[src/rtl/operand_entry_pkg.sv]
// Shared definitions for the decimal operand entry block.
//   state_e            : conversion controller states
//   BcdWidth, MaxDigit : BCD digit geometry
//   SatValue           : value presented when a conversion exceeds 16 bits
//   Autorepeat*        : hold timing for the optional Inc autorepeat
//                        (OPERAND_ENTRY_AUTOREPEAT_EN)
package operand_entry_pkg;

  typedef enum logic [1:0] {
    StIdle    = 2'd0,
    StConvert = 2'd1,
    StDone    = 2'd2
  } state_e;

  localparam int unsigned BcdWidth = 4;
  localparam logic [BcdWidth-1:0] MaxDigit = 4'd9;
  localparam logic [15:0] SatValue = 16'hFFFF;

  localparam int unsigned AutorepeatDelayMs  = 500;
  localparam int unsigned AutorepeatPeriodMs = 200;

  // Decimal increment of a single BCD digit, 9 wraps to 0.
  function automatic logic [BcdWidth-1:0] bcd_inc(input logic [BcdWidth-1:0] d);
    return (d >= MaxDigit) ? '0 : d + 4'd1;
  endfunction

endpackage

[src/rtl/operand_entry_key_debounce.sv]
// key_debounce: conditions one raw active-low push button.
//   clk, rst_n    : clock, asynchronous active-low reset
//   one_ms_pulse  : one-cycle tick per millisecond
//   key_n         : raw asynchronous button, active-low
//   stable        : debounced level, 1 = released
//   press         : one-cycle pulse when the debounced level goes 1 -> 0
module key_debounce #(
  parameter int unsigned DEBOUNCE_MS = 20
) (
  input  logic clk,
  input  logic rst_n,
  input  logic one_ms_pulse,
  input  logic key_n,
  output logic stable,
  output logic press
);

  localparam logic [7:0] CntLast = 8'(DEBOUNCE_MS - 1);

  logic       sync1_q, sync2_q;
  logic       stable_q, stable_d;
  logic       prev_q;
  logic [7:0] cnt_q, cnt_d;

  always_comb begin
    stable_d = stable_q;
    cnt_d    = cnt_q;
    if (sync2_q == stable_q) begin
      cnt_d = '0;
    end else if (one_ms_pulse) begin
      if (cnt_q == CntLast) begin
        stable_d = sync2_q;
        cnt_d    = '0;
      end else begin
        cnt_d = cnt_q + 8'd1;
      end
    end
  end

  always_ff @(posedge clk or negedge rst_n) begin
    if (!rst_n) begin
      sync1_q  <= 1'b1;
      sync2_q  <= 1'b1;
      stable_q <= 1'b1;
      prev_q   <= 1'b1;
      cnt_q    <= '0;
    end else begin
      sync1_q  <= key_n;
      sync2_q  <= sync1_q;
      stable_q <= stable_d;
      prev_q   <= stable_q;
      cnt_q    <= cnt_d;
    end
  end

  assign stable = stable_q;
  assign press  = prev_q & ~stable_q;

endmodule

[src/rtl/operand_entry.sv]
// operand_entry: front-panel decimal operand entry.
// Three debounced keys edit NUM_DIGITS BCD digits; Enter converts them to
// binary one digit per cycle (acc*10 + digit) and reports a saturated 16-bit
// result with a one-cycle valid pulse.
//   clk, rst_n     : clock, asynchronous active-low reset
//   oneMsPulse     : one-cycle tick per millisecond (debounce/autorepeat timing)
//   KeyDigit_n     : raw key, moves the cursor
//   KeyInc_n       : raw key, increments the digit under the cursor
//   KeyEnter_n     : raw key, starts a conversion
//   EntryDigits    : BCD digits, [3:0] least significant
//   CursorPos      : selected digit index, 0 = least significant
//   EntryValue     : last converted value (saturated to 16'hFFFF)
//   EntryValid     : one-cycle pulse when EntryValue/EntryOverflow update
//   EntryOverflow  : last conversion exceeded 65535
//   Busy           : conversion in progress
// Build option: define OPERAND_ENTRY_AUTOREPEAT_EN to add hold-to-repeat on Inc.
module operand_entry
  import operand_entry_pkg::*;
#(
  parameter int unsigned NUM_DIGITS  = 5,
  parameter int unsigned DEBOUNCE_MS = 20
) (
  input  logic                           clk,
  input  logic                           rst_n,
  input  logic                           oneMsPulse,
  input  logic                           KeyDigit_n,
  input  logic                           KeyInc_n,
  input  logic                           KeyEnter_n,
  output logic [BcdWidth*NUM_DIGITS-1:0] EntryDigits,
  output logic [2:0]                     CursorPos,
  output logic [15:0]                    EntryValue,
  output logic                           EntryValid,
  output logic                           EntryOverflow,
  output logic                           Busy
);

  localparam logic [2:0] LastIdx = 3'(NUM_DIGITS - 1);

  // Key conditioning
  logic digit_stable, digit_press;
  logic inc_stable, inc_press;
  logic enter_stable, enter_press;

  key_debounce #(.DEBOUNCE_MS(DEBOUNCE_MS)) u_key_digit (
    .clk          (clk),
    .rst_n        (rst_n),
    .one_ms_pulse (oneMsPulse),
    .key_n        (KeyDigit_n),
    .stable       (digit_stable),
    .press        (digit_press)
  );

  key_debounce #(.DEBOUNCE_MS(DEBOUNCE_MS)) u_key_inc (
    .clk          (clk),
    .rst_n        (rst_n),
    .one_ms_pulse (oneMsPulse),
    .key_n        (KeyInc_n),
    .stable       (inc_stable),
    .press        (inc_press)
  );

  key_debounce #(.DEBOUNCE_MS(DEBOUNCE_MS)) u_key_enter (
    .clk          (clk),
    .rst_n        (rst_n),
    .one_ms_pulse (oneMsPulse),
    .key_n        (KeyEnter_n),
    .stable       (enter_stable),
    .press        (enter_press)
  );

  // Only the Inc level has a consumer, and only with autorepeat.
  logic unused_stable;
  assign unused_stable = digit_stable ^ enter_stable;

  logic inc_event;

`ifdef OPERAND_ENTRY_AUTOREPEAT_EN
  localparam logic [9:0] HoldFire   = 10'(AutorepeatDelayMs - 1);
  // Reloading after each repeat makes the next one land a full period later.
  localparam logic [9:0] HoldReload = 10'(AutorepeatDelayMs - AutorepeatPeriodMs);

  logic [9:0] hold_q, hold_d;
  logic       repeat_event;

  always_comb begin
    hold_d       = hold_q;
    repeat_event = 1'b0;
    if (inc_stable) begin
      hold_d = '0;
    end else if (oneMsPulse) begin
      if (hold_q == HoldFire) begin
        repeat_event = 1'b1;
        hold_d       = HoldReload;
      end else begin
        hold_d = hold_q + 10'd1;
      end
    end
  end

  always_ff @(posedge clk or negedge rst_n) begin
    if (!rst_n) begin
      hold_q <= '0;
    end else begin
      hold_q <= hold_d;
    end
  end

  assign inc_event = inc_press | repeat_event;
`else
  logic unused_inc_stable;
  assign unused_inc_stable = inc_stable;
  assign inc_event = inc_press;
`endif

  // Conversion controller
  state_e                                  state_q, state_d;
  logic [19:0]                             acc_q, acc_d, acc_next;
  logic [2:0]                              idx_q, idx_d;
  logic [NUM_DIGITS-1:0][BcdWidth-1:0]     digits_q, digits_d;
  logic [2:0]                              cursor_q, cursor_d;
  logic [15:0]                             value_q, value_d;
  logic                                    ovf_q, ovf_d;
  logic                                    valid_q, valid_d;
  logic                                    busy_q, busy_d;

  assign acc_next = (acc_q << 3) + (acc_q << 1) + 20'(digits_q[idx_q]);

  always_comb begin
    state_d  = state_q;
    acc_d    = acc_q;
    idx_d    = idx_q;
    digits_d = digits_q;
    cursor_d = cursor_q;
    value_d  = value_q;
    ovf_d    = ovf_q;
    valid_d  = 1'b0;
    busy_d   = busy_q;

    unique case (state_q)
      StIdle: begin
        if (enter_press) begin
          state_d = StConvert;
          acc_d   = '0;
          idx_d   = LastIdx;
          busy_d  = 1'b1;
        end else if (inc_event) begin
          digits_d[cursor_q] = bcd_inc(digits_q[cursor_q]);
        end else if (digit_press) begin
          cursor_d = (cursor_q == LastIdx) ? 3'd0 : cursor_q + 3'd1;
        end
      end
      StConvert: begin
        acc_d = acc_next;
        idx_d = idx_q - 3'd1;
        if (idx_q == 3'd0) begin
          // Result registers load on entry to DONE so that the valid pulse
          // and the saturated value are visible during the DONE cycle itself.
          state_d = StDone;
          valid_d = 1'b1;
          if (acc_next > {4'b0, SatValue}) begin
            value_d = SatValue;
            ovf_d   = 1'b1;
          end else begin
            value_d = acc_next[15:0];
            ovf_d   = 1'b0;
          end
        end
      end
      StDone: begin
        busy_d  = 1'b0;
        state_d = StIdle;
      end
      default: begin
        busy_d  = 1'b0;
        state_d = StIdle;
      end
    endcase
  end

  always_ff @(posedge clk or negedge rst_n) begin
    if (!rst_n) begin
      state_q  <= StIdle;
      acc_q    <= '0;
      idx_q    <= '0;
      digits_q <= '0;
      cursor_q <= '0;
      value_q  <= '0;
      ovf_q    <= 1'b0;
      valid_q  <= 1'b0;
      busy_q   <= 1'b0;
    end else begin
      state_q  <= state_d;
      acc_q    <= acc_d;
      idx_q    <= idx_d;
      digits_q <= digits_d;
      cursor_q <= cursor_d;
      value_q  <= value_d;
      ovf_q    <= ovf_d;
      valid_q  <= valid_d;
      busy_q   <= busy_d;
    end
  end

  assign EntryDigits   = digits_q;
  assign CursorPos     = cursor_q;
  assign EntryValue    = value_q;
  assign EntryValid    = valid_q;
  assign EntryOverflow = ovf_q;
  assign Busy          = busy_q;

endmodule
[config.mk]
export PLATFORM = sky130hd
export DESIGN_NAME = operand_entry
export DESIGN_NICKNAME = d
export VERILOG_FILES = /design/src/rtl/operand_entry_pkg.sv /design/src/rtl/operand_entry_key_debounce.sv /design/src/rtl/operand_entry.sv
export SDC_FILE = /design/constraint.sdc
export NUM_CORES = 1
export LEC_CHECK = 0
export ABC_AREA = 1
export ABC_CLOCK_PERIOD_IN_PS = 3680
export CORE_MARGIN = 2
export CORE_UTILIZATION = 59
export CTS_CLUSTER_DIAMETER = 50
export DETAILED_ROUTE_END_ITERATION = 12
export GPL_ROUTABILITY_DRIVEN = 0
export MAX_ROUTING_LAYER = met4
export PLACE_DENSITY = 0.81
export SLEW_MARGIN = 20
export SYNTH_ARGS = -nofsm -noshare
export SYNTH_HDL_FRONTEND = slang
export SYNTH_SLANG_ARGS = --single-unit
export TNS_END_PERCENT = 1
[constraint.sdc]
create_clock -name clk -period 3.68 [get_ports clk]
set_input_delay 0.736 -clock clk [delete_from_list [all_inputs] [get_ports clk]]
set_output_delay 0.736 -clock clk [all_outputs]
set_load 0.005 [all_outputs]
==> summary.txt, run 1 <==
Floorplanning
  • Die W: 104 um
  • Placement Rows: 36
  • Std-Cell Core Area: around 9700 um2
  • Ports: 48
  • Die H: 104 um
  • Total die area: 10800 um2
  • Initial Util: between 60% and 70%

Routing
  • Vias: 5081
  • Drt initial violations: ~310
  • # DRC: 0
  • Via/cell ratio: between 5 and 6
  • Drt pass-1 iters: 5
  • Final WL: about 13000 um
  • Antenna Violating Nets Remaining: 0
  • Routed length per instance: 14.2 um

Clock tree
  • CTS tree: done
  • Max Buffers Root-to-Sink: 2
  • H-tree depth: 3
  • Num Clock Sinks: 102
  • Clock Tree Root: clkbuf_8
  • Skew-Pair Late Insertion Delay: 380 ps
  • Clk slew on worst S/H paths: 100 ps
  • TritonCTS buffer count: 9

Synth
  • Warnings from Yosys: 0
  • Top cells by area, synth: dfrtp_1 (38%), nand2_1 (9.7%), ha_1 (9.4%)
  • Avg Cell Area, Syn: just over 8 um2
  • Synth Cell Area: 5870 um2
  • Top-area cell type share of the netlist area: 38.4%
  • Flops & latches, synth: about 100
  • Yosys top cell by area: dfrtp_1
  • Syn_nets: 772
  • Post-synthesis cell type count: 42
  • Ys flop type: dfrtp_1
  • Post-synth EDFFs: 0
  • Post-synth ARST share: 100%
  • Register area share after synthesis: a little over two fifths
  • Cells after synthesis: a little over 700

Critical path
  • WP data arrival: 3710 ps
  • WP buf/inv: 4
  • CP Launch Type: register
  • Critical path class: reg2reg
  • Reg2Reg Depth: 21
  • CP max stage delay: 530 ps
  • CP Capture Type: register
  • FF-to-FF Start: idx_q[1]
  • Cells along the critical path: clkinvlp_4 > a21oi_1 > o21ai_0 > nand3_1 > o21ai_0 > fa_1 > inv_1 > fa_1 > inv_1 > nand3_1 > nand2_1 > nand2_1 > nand2_1 > nand2_1 > nand2_1 > nand2_1 > nand2_2 > nand3_2 > nor2_4 > buf_12 > a21oi_1
  • CP top delay family: simple AND/OR/NAND/NOR gates
  • Critical Path RT: 3940 ps
  • RR Endpoint: EntryValue[0]
  • Crit Path Max Fanout: 8
  • Reg2Reg Setup Slack: 240 ps
  • CP most frequent cell: nand2_1
  • CP max stage cell: fa_1

Layout
  • Commonest non-fill, non-tap cells in the layout: nand2_1 (151), inv_1 (95), dfrtp_1 (89)
  • Layout area overhead: 14.9%
  • Most common library cell in the layout ignoring fill and taps: nand2_1
  • Final antenna diode count: 0
  • Total Nets Final: about 830
  • Area of the multi-input gates: 2870 um2
  • Fraction of final layout cells sized beyond drive strength 1: under 10%
  • Fill cells: 768
  • Non-Filler Instances: between 900 and 1000
  • Register area: about 2600 um2

Hold path
  • WHS Endpoint: u_key_enter.sync2_q
  • Hold Startpoint: u_key_enter.sync1_q
  • Hold Path Stages: 0
  • Hold crit path type: reg2reg

Power
  • Peak supply drop: between 0.3 and 0.4 mV
  • Power Density: 757 nW/um2
  • Leak pwr: around 3.2 nW
  • Tot Pwr: 0.00510 W

Timing
  • Slew Limit Fails: 0
  • Hold slack: 357 ps
  • Crit path time final: roughly 3400 ps
  • Final setup fails: 0
  • Worst Tran Pin Value: approximately 780 ps
  • Fin. Hold Viols: 0
  • Fin crit share: between 90 and 100%
  • Setup TNS: 0 ps
  • Slew headroom: 47.7%
  • Fmax: 0.290 GHz
  • Clock Skews: 12.0 ps

Outcome
  • Status: finished, final reports clean

GRT
  • First-pass GRT wire length: 22800 um
  • Number of global-route vias before repair: 5048
  • Gr usage total: 26.3%
  • Largest net degree at the start of global routing: 91
  • Initial antenna violation count: 0
  • Total global routing overflow: 0

Job
  • Max-cap viol count: 0

Placed design
  • Number of cells after detailed placement: 894
  • PortBufs: 47
  • Post-DP HPWL: about 9500 um
## layout make-up
cell class	instances	area share [%]
Tap cell	133	2.47
Timing Repair Buffer	53	8.04
Sequential cell	102	38.1
Inverter	101	5.68
Clock inverter	6	1.28
Multi-Input combinational cell	508	42.5
Clock buffer	10	1.89
## how the worst max path moves through the flow
stage          depth (start not counted)     start  slack (ps)             end
2_1_floorplan                         21  idx_q[0]         530  EntryValue[15]
3_3_place_gp                          21  idx_q[1]         290   EntryValue[7]
3_5_place_dp                          21  idx_q[1]         120  EntryValue[14]
4_1_cts                               21  idx_q[1]          40   EntryValue[9]
5_1_grt                               21  idx_q[1]         -30   EntryValue[9]
6_report                              21  idx_q[1]         240   EntryValue[0]
## metrics by stage
step                setup WS [ps]  util, %  instance area, um2
detailed placement            119     66.6                6480
global placement              287     66.6                6480
global route                -28.7     69.3                6740
finish                        237     69.3                6740
floorplan                     525        -                5870
CTS                          44.5     68.8                6700
## metal layers
metal  share of wire, %  up-vias  GRT usage [%]
li1                   -     2468              -
met1                 43     2393           32.3
met2                 48      173           43.1
met3                4.6       47           3.90
met4                3.8        0           12.4
met5                  0        -              -
## synth_stat cells, types with 3 or more instances
master / n
a21oi_1: 36
a21oi_2: 9
a31oi_1: 3
clkbuf_1: 6
clkinv_1: 4
dfrtp_1: 90
dfstp_2: 12
ha_1: 44
inv_1: 95
nand2_1: 151
nand3_1: 55
nand4_1: 4
nor2_1: 66
nor3_1: 11
o21ai_0: 60
o22ai_1: 11
o32ai_1: 3
or2_2: 3
xnor2_1: 12
xor2_1: 15
## report_power, final
group | internal (W) | switching (W)
sequential | 0.00141 | 0.000261
clock | 0.000384 | 0.000392
combinational | 0.00103 | 0.00163
## worst register-to-register path: stages, from the launching register on
cell	delay (ps)
dfrtp_1	410
clkinvlp_4	180
a21oi_1	150
o21ai_0	100
nand3_1	110
o21ai_0	130
fa_1	530
inv_1	60
fa_1	460
inv_1	90
nand3_1	60
nand2_1	110
nand2_1	70
nand2_1	100
nand2_1	90
nand2_1	70
nand2_1	50
nand2_2	80
nand3_2	80
nor2_4	180
buf_12	140
a21oi_1	70
## flip-flops by register name, indices dropped and copies added (netlist names), 2 cells and up
signal,cells
CursorPos,3
EntryDigits,20
EntryValue,16
acc_q,19
idx_q,3
state_q,2
u_key_digit.cnt_q,8
u_key_enter.cnt_q,8
u_key_inc.cnt_q,8
## cell families after synthesis
family | count (synthesis) | synth area share, %
AND/OR/NAND/NOR | 304 | 22.0
flip-flops | 102 | 43.8
XOR/XNOR | 27 | 4.03
buffers and inverters | 110 | 7.36
AO/OA/AOI/OAI | 131 | 12.7
adder cells (fa/ha/maj) | 46 | 10.1
## repair_timing
item	CTS	global route
hold buffers	0	0
setup buffers	0	3
resized for setup	0	2
endpoints found under the setup margin	0	17
(Power assumes the default switching activity.)
==> run 2: changes to the inputs <==
CTS_CLUSTER_SIZE = 16   (was default)
==> results of run 2 <==
Final layout, timing and power as in run 1 (identical DEF).
